<file path="src/rtl/ca_rule_sequencer.sv">
// ca_rule_sequencer
//   Control stage feeding the cellular-automaton renderer. It selects the
//   active Wolfram rule byte and live-cell colour per cell-row, and requests
//   a reseed whenever the mode or the manually chosen index changes.
//   AUTO mode scrolls colour/rule bands down the screen and advances the base
//   index every FRAME_DIV frames. MANUAL mode steps the base index with the
//   next/prev buttons.
//
//   Optional feature macro: CUSTOM_RULE_EN
//     Adds a CUSTOM mode in which `rule` comes from the custom_rule switches,
//     latched once per frame. Without it, custom_rule is ignored.
//
// Ports
//   clk          pixel clock
//   reset        asynchronous, active-high
//   frame_start  one-cycle pulse at the first pixel of a frame
//   row_start    one-cycle pulse at the first pixel of a cell-row
//   btn_next     raw button, active-high
//   btn_prev     raw button, active-high
//   btn_mode     raw button, active-high
//   custom_rule  user rule byte (CUSTOM mode only)
//   rule         active rule byte, registered
//   color        {R[1:0],G[1:0],B[1:0]} for live cells, registered
//   rule_idx     active table index, registered
//   seed_req     one-cycle reseed request, registered
module ca_rule_sequencer #(
    parameter int BAND_ROWS = 32,
    parameter int FRAME_DIV = 60
) (
    input  logic       clk,
    input  logic       reset,
    input  logic       frame_start,
    input  logic       row_start,
    input  logic       btn_next,
    input  logic       btn_prev,
    input  logic       btn_mode,
    input  logic [7:0] custom_rule,
    output logic [7:0] rule,
    output logic [5:0] color,
    output logic [3:0] rule_idx,
    output logic       seed_req
);

    localparam int         BAND_SHIFT = $clog2(BAND_ROWS);
    localparam logic [7:0] DIV_LAST   = 8'(FRAME_DIV - 1);
    localparam logic [9:0] ROW_MAX    = 10'd1023;

    typedef enum logic [1:0] {
        MODE_AUTO   = 2'd0,
`ifdef CUSTOM_RULE_EN
        MODE_CUSTOM = 2'd2,
`endif
        MODE_MANUAL = 2'd1
    } mode_t;

    function automatic logic [7:0] rule_lut(input logic [3:0] idx);
        case (idx)
            4'd0:  rule_lut = 8'd30;
            4'd1:  rule_lut = 8'd18;
            4'd2:  rule_lut = 8'd161;
            4'd3:  rule_lut = 8'd150;
            4'd4:  rule_lut = 8'd22;
            4'd5:  rule_lut = 8'd110;
            4'd6:  rule_lut = 8'd54;
            4'd7:  rule_lut = 8'd122;
            4'd8:  rule_lut = 8'd118;
            4'd9:  rule_lut = 8'd57;
            4'd10: rule_lut = 8'd18;
            4'd11: rule_lut = 8'd165;
            4'd12: rule_lut = 8'd90;
            4'd13: rule_lut = 8'd180;
            4'd14: rule_lut = 8'd60;
            4'd15: rule_lut = 8'd146;
        endcase
    endfunction

    // First four entries are unique; the rest cycle through a 4-colour palette.
    function automatic logic [5:0] color_lut(input logic [3:0] idx);
        if (idx[3:2] == 2'b00) begin
            case (idx[1:0])
                2'd0: color_lut = 6'b001011;
                2'd1: color_lut = 6'b101100;
                2'd2: color_lut = 6'b101001;
                2'd3: color_lut = 6'b001110;
            endcase
        end else begin
            case (idx[1:0])
                2'd0: color_lut = 6'b101010;
                2'd1: color_lut = 6'b101110;
                2'd2: color_lut = 6'b110001;
                2'd3: color_lut = 6'b100110;
            endcase
        end
    endfunction

    function automatic mode_t mode_after(input mode_t m);
        case (m)
`ifdef CUSTOM_RULE_EN
            MODE_MANUAL: mode_after = MODE_CUSTOM;
`else
            MODE_MANUAL: mode_after = MODE_AUTO;
`endif
            default:     mode_after = MODE_MANUAL;
        endcase
    endfunction

    // Debounced level: 111 sets, 000 clears, anything else holds.
    function automatic logic deb_level(input logic [2:0] sh, input logic lvl);
        if (sh == 3'b111)      deb_level = 1'b1;
        else if (sh == 3'b000) deb_level = 1'b0;
        else                   deb_level = lvl;
    endfunction

    // State registers. Button vectors are ordered {mode, prev, next}.
    mode_t      mode_q;
    logic [3:0] base_q;
    logic [7:0] div_q;
    logic [9:0] row_cnt_q;
    logic [2:0] sh_next_q, sh_prev_q, sh_mode_q;
    logic [2:0] lvl_q;

    // Next-state values.
    mode_t      mode_d;
    logic [3:0] base_d;
    logic [7:0] div_d;
    logic [9:0] row_cnt_d;
    logic [2:0] sh_next_d, sh_prev_d, sh_mode_d;
    logic [2:0] lvl_d;
    logic [2:0] press;
    logic       seed_d;
    logic [9:0] band;
    logic [3:0] idx_d;
    logic [7:0] rule_d;

`ifdef CUSTOM_RULE_EN
    logic [7:0] custom_q;
    logic [7:0] custom_d;
`else
    logic unused_custom;
    assign unused_custom = ^custom_rule;
`endif

    always_comb begin
        // NOTE: every signal gets a default first so no path can infer a latch.
        sh_next_d = sh_next_q;
        sh_prev_d = sh_prev_q;
        sh_mode_d = sh_mode_q;
        lvl_d     = lvl_q;
        mode_d    = mode_q;
        base_d    = base_q;
        div_d     = div_q;
        seed_d    = 1'b0;

        // Buttons are sampled only at frame_start, so a press event is acted
        // on in the very update that completes the 111 pattern.
        if (frame_start) begin
            sh_next_d = {sh_next_q[1:0], btn_next};
            sh_prev_d = {sh_prev_q[1:0], btn_prev};
            sh_mode_d = {sh_mode_q[1:0], btn_mode};
            lvl_d     = {deb_level(sh_mode_d, lvl_q[2]),
                         deb_level(sh_prev_d, lvl_q[1]),
                         deb_level(sh_next_d, lvl_q[0])};
        end
        press = lvl_d & ~lvl_q;

        if (frame_start) begin
            if (press[2]) begin
                // Mode change keeps the base index and restarts the divider.
                mode_d = mode_after(mode_q);
                div_d  = 8'd0;
                seed_d = 1'b1;
            end else if (mode_q == MODE_AUTO) begin
                if (div_q == DIV_LAST) begin
                    div_d  = 8'd0;
                    base_d = base_q + 4'd1;
                end else begin
                    div_d = div_q + 8'd1;
                end
            end else if (mode_q == MODE_MANUAL && (press[0] ^ press[1])) begin
                base_d = press[0] ? base_q + 4'd1 : base_q - 4'd1;
                seed_d = 1'b1;
            end
        end
        // Guarantees the request can never stretch across two cycles.
        seed_d = seed_d & ~seed_req;

        if (frame_start)
            row_cnt_d = 10'd0;
        else if (row_start && row_cnt_q != ROW_MAX)
            row_cnt_d = row_cnt_q + 10'd1;
        else
            row_cnt_d = row_cnt_q;

        band  = row_cnt_d >> BAND_SHIFT;
        idx_d = (mode_d == MODE_AUTO) ? base_d + band[3:0] : base_d;

`ifdef CUSTOM_RULE_EN
        custom_d = frame_start ? custom_rule : custom_q;
        rule_d   = (mode_d == MODE_CUSTOM) ? custom_d : rule_lut(idx_d);
`else
        rule_d   = rule_lut(idx_d);
`endif
    end

    // Outputs are registered from next-state values, so they change exactly one
    // cycle after the frame_start/row_start that caused it and hold otherwise.
    always_ff @(posedge clk or posedge reset) begin
        if (reset) begin
            mode_q    <= MODE_AUTO;
            base_q    <= 4'd0;
            div_q     <= 8'd0;
            row_cnt_q <= 10'd0;
            sh_next_q <= 3'd0;
            sh_prev_q <= 3'd0;
            sh_mode_q <= 3'd0;
            lvl_q     <= 3'd0;
            rule      <= 8'd30;
            color     <= 6'b001011;
            rule_idx  <= 4'd0;
            seed_req  <= 1'b0;
`ifdef CUSTOM_RULE_EN
            custom_q  <= 8'd0;
`endif
        end else begin
            // NOTE: non-blocking updates so every register samples pre-edge values.
            mode_q    <= mode_d;
            base_q    <= base_d;
            div_q     <= div_d;
            row_cnt_q <= row_cnt_d;
            sh_next_q <= sh_next_d;
            sh_prev_q <= sh_prev_d;
            sh_mode_q <= sh_mode_d;
            lvl_q     <= lvl_d;
            rule      <= rule_d;
            color     <= color_lut(idx_d);
            rule_idx  <= idx_d;
            seed_req  <= seed_d;
`ifdef CUSTOM_RULE_EN
            custom_q  <= custom_d;
`endif
        end
    end

endmodule
</file>
<file path="config.mk">
export PLATFORM = sky130hd
export DESIGN_NAME = ca_rule_sequencer
export DESIGN_NICKNAME = d
export VERILOG_FILES = /design/src/rtl/ca_rule_sequencer.sv
export SDC_FILE = /design/constraint.sdc
export NUM_CORES = 1
export LEC_CHECK = 0
export CAP_MARGIN = 5
export CELL_PAD_IN_SITES_DETAIL_PLACEMENT = 2
export CELL_PAD_IN_SITES_GLOBAL_PLACEMENT = 2
export CORE_MARGIN = 3
export CORE_UTILIZATION = 25
export DETAILED_ROUTE_END_ITERATION = 6
export PLACE_DENSITY_LB_ADDON = 0.1
export SETUP_SLACK_MARGIN = 0.1
export SYNTH_ARGS = -nofsm -noshare
export SYNTH_HDL_FRONTEND = slang
export SYNTH_SLANG_ARGS = --single-unit
</file>
<file path="constraint.sdc">
create_clock -name clk -period 5.5 [get_ports clk]
set_input_delay 1.65 -clock clk [delete_from_list [all_inputs] [get_ports clk]]
set_output_delay 1.65 -clock clk [all_outputs]
set_load 0.05 [all_outputs]
</file>
==> flow_metrics.py <==
metrics = {
    "finish": {
        "fill_cells": 1299,
        "syn_to_final_growth_pct": 23.7,
        "drive_above_1_share_pct": 18.6,
        "nets": 380,
        "fin_cells": 492,
        "fin_util_pct": 32.4,
        "antenna_cells": 0,
        "layout_common_cells": "dfrtp_1 (45), nor2_1 (26), clkdlybuf4s50_1 (24), nand2_1 (21), buf_4 (20)",
        "mostFrequentLayoutCell": "dfrtp_1",
    },
    "power": {
        "peakVddDrop_v": 0.000258,
        "power.density_nw_per_um2": 529,
        "leakagePower_nw": 1.65,
    },
    "min_path": {
        "holdCritPathClass": "reg -> reg",
        "holdPathEnd": "seed_req",
        "min_from": "seed_req",
        "hold_depth": 1,
    },
    "route": {
        "first_pass_iters": 4,
        "routed_via_density": 4.93,
        "drtIter0Drc": 94,
        "num_vias": 2425,
        "drcViolationCount": 0,
        "avgRoutedWirePerCell_um": 16.8,
        "routed_wl_um": 8270,
        "drtAntennaViolNets": 0,
    },
    "yosys": {
        "netlist_instances": 303,
        "synth_nets": 335,
        "synth_area_um2": 3070,
        "async_flop_share_pct": 100,
        "synth_seq_cells": 52,
        "synth_edf_count": 0,
        "synth_flop_cell": "dfrtp_1",
        "ys_warn_count": 0,
        "avgSynthCellArea_um2": 10.1,
        "ys_seq_area_share_pct": 42.7,
        "yosysUniqueCellTypes": 63,
    },
    "timing": {
        "maxSlewViolCount": 0,
        "finalHoldViolCount": 0,
        "skew_ns": 0.00763,
        "relSlewSlack_pct": 46.7,
        "layout_min_cycle_time_ns": 4.99,
        "whs_ns": 0.441,
        "setup_viol": 0,
        "fmax_mhz": 201,
        "rsz0062_at_grt": "no",
        "tightest_slew_ns": 0.798,
        "finalWorstSetupSlack_ns": 0.514,
        "fin_crit_sh_pct": 90.6,
    },
    "critical_path": {
        "rr_worst_depth": 16,
        "worstPathCellList": "clkdlybuf4s50_1, and3_1, a2111oi_4, buf_4, nor3_1, o31ai_1, and2_1, ha_1, a21oi_1, nand2_1, or4_4, nand3_4, mux2i_2, buf_4, mux2i_1",
        "critPathBufInv": 3,
        "r2r_start": "div_q[0]",
        "crit_slowest_cell": "clkdlybuf4s50_1",
        "max_stage_delay_ns": 0.46,
        "arrival_ns": 5.21,
        "r2r_setup_slack_ns": 1.65,
        "path_depth": 15,
        "path_common_cell": "buf_4",
        "crit_family": "simple AND/OR/NAND/NOR gates",
        "critical_path.max_fanout": 7,
        "crit_required_ns": 5.73,
        "crit_type": "in -> reg",
        "reg2reg_to": "rule[2]",
        "critPathCaptureType": "register",
        "worst_setup_path_start_kind": "primary input",
    },
    "clock_tree": {
        "cts_buffers": 5,
        "cts_max_level": 2,
        "cts_resized": 0,
        "cts.clk_slew.worst_paths_ns": 0.07,
        "clock_latency_ns": 0.31,
        "ctsHoldBuffers": 0,
        "cts_setup_buffers": 0,
        "clock-root-buffer": "clkbuf_16",
        "cts_tree": "done",
        "cts_sinks": 52,
        "cts_buffer_depth": 2,
    },
    "placed_design": {
        "place_ws_ns": -0.0250,
        "gp_congestion": 0.732,
        "dp_hpwl_um": 6090,
        "dp_cells": 484,
        "portBuffers": 25,
    },
    "floorplanning": {
        "die_area_um2": 13600,
        "die_x_um": 117,
        "io_pins": 34,
        "start_util_pct": 26.2,
        "coreArea_um2": 11700,
        "fp-row-count": 39,
        "fp.dieH_um": 117,
    },
    "grt": {
        "antenna_found_initial": 0,
        "grt_pass1_vias": 2662,
        "grt.total_usage_pct": 13.1,
        "grt_max_degree": 36,
        "grt_overflow": 0,
        "grt_pass1_wl_um": 13700,
    },
    "job": {
        "maxCapViolations": 0,
    },
    "status": {
        "run_status": "finished clean",
    },
}
==> registers in the layout, indices dropped and copies added (netlist names) <==
signal and flops:
row_cnt_q 10, color 6, sh_next_q 2, sh_mode_q 2, rule 8, seed_req 1, sh_prev_q 2, base_q 4
mode_q 2, div_q 8, rule_idx 4, lvl_q 3
==> area by class of cell <==
class / instances / area (µm²) / area share [%]
Sequential cell: 52 / 1310 / 34.5
Multi-Input combinational cell: 226 / 1670 / 43.9
Clock buffer: 5 / 125 / 3.30
Tap cell: 143 / 179 / 4.72
Inverter: 18 / 67.6 / 1.78
Clock inverter: 3 / 42.5 / 1.12
Timing Repair Buffer: 45 / 403 / 10.6
==> through the flow <==
step           TNS (ns)  power (W)  cell area [µm²]
2_1_floorplan         0    0.00128             3070
3_3_place_gp          0    0.00164             3610
3_5_place_dp    -0.0935    0.00165             3610
4_1_cts               0    0.00205             3780
5_1_grt               0    0.00217             3790
6_report              0    0.00201             3790
==> power by group <==
group	total, W	leakage (nW)	switching, W	internal (W)
registers	0.000575	0.652	0.0000774	0.000498
logic	0.00106	0.919	0.000639	0.000422
clock network	0.000370	0.0798	0.000156	0.000214
==> cell usage after synthesis (2+ instances only) <==
cell | count | area (µm²)
xnor2_1 | 4 | 35.0
o211a_1 | 2 | 20.0
nand3_1 | 11 | 55.1
inv_1 | 17 | 63.8
ha_1 | 17 | 213
mux2i_1 | 5 | 50.1
and2_1 | 2 | 12.5
o2111ai_1 | 3 | 26.3
nor4_1 | 2 | 12.5
o21bai_1 | 2 | 15.0
dfstp_2 | 7 | 184
or3_1 | 4 | 25.0
and3_1 | 4 | 25.0
o31ai_1 | 8 | 60.1
nor2_1 | 26 | 97.6
nand2_1 | 21 | 78.8
xor2_1 | 8 | 70.1
mux2_4 | 3 | 45.0
nand2b_1 | 6 | 37.5
nor2b_1 | 8 | 50.1
a311oi_2 | 2 | 30.0
o21ai_0 | 13 | 65.1
nor3_1 | 8 | 40.0
a31oi_1 | 3 | 18.8
or2_1 | 2 | 12.5
nand4_1 | 6 | 37.5
a21oi_1 | 14 | 70.1
dfrtp_1 | 45 | 1130
mux2_2 | 8 | 90.1
a211oi_1 | 4 | 30.0
clkbuf_1 | 5 | 18.8
or2_2 | 2 | 12.5
==> worst register-to-register path, stage by stage, from the launching register on <==
cell and delay (ns):
dfrtp_1 0.40, ha_1 0.31, or4b_4 0.52, o21ai_1 0.14, o31ai_1 0.11, or3_1 0.37, nand2_1 0.14, ha_1 0.18
xnor2_1 0.12, nor2_1 0.07, xnor2_1 0.26, inv_1 0.10, ha_1 0.33, inv_1 0.17, nor3_1 0.09, mux2_2 0.27
a311oi_1 0.21
==> how the worst max path moves through the flow <==
stage,slack [ns],end,start
after CTS,0.25,rule[2],frame_start
after floorplan,0.68,rule[2],frame_start
final,0.51,color[1],btn_prev
after detailed placement,-0.02,color[1],frame_start
after global routing,0.21,color[1],btn_prev
after global placement,0.02,color[1],frame_start
==> per-layer routing <==
| metal | up-vias | global-route usage [%] | routed length, µm | part of all wire [%] |
|---|---|---|---|---|
| met5 | - | 0 | 0 | 0 |
| met1 | 1214 | 17.6 | 4090 | 49 |
| met3 | 8 | 2.59 | 202 | 2.4 |
| met4 | 0 | 5.05 | 139 | 1.7 |
| li1 | 1180 | - | - | - |
| met2 | 23 | 20.7 | 3840 | 46 |
==> kinds of logic after synthesis <==
logic type      count (synthesis)  synth area share, %
simple gates                  113                 20.1
compound gates                 66                 16.1
flops                          52                 42.7
buf+inv                        25                 3.35
mux                            17                 6.49
fa+ha+maj                      17                 6.94
xor+xnor                       13                 4.32
No activity file was read; power rests on OpenSTA's default activity.
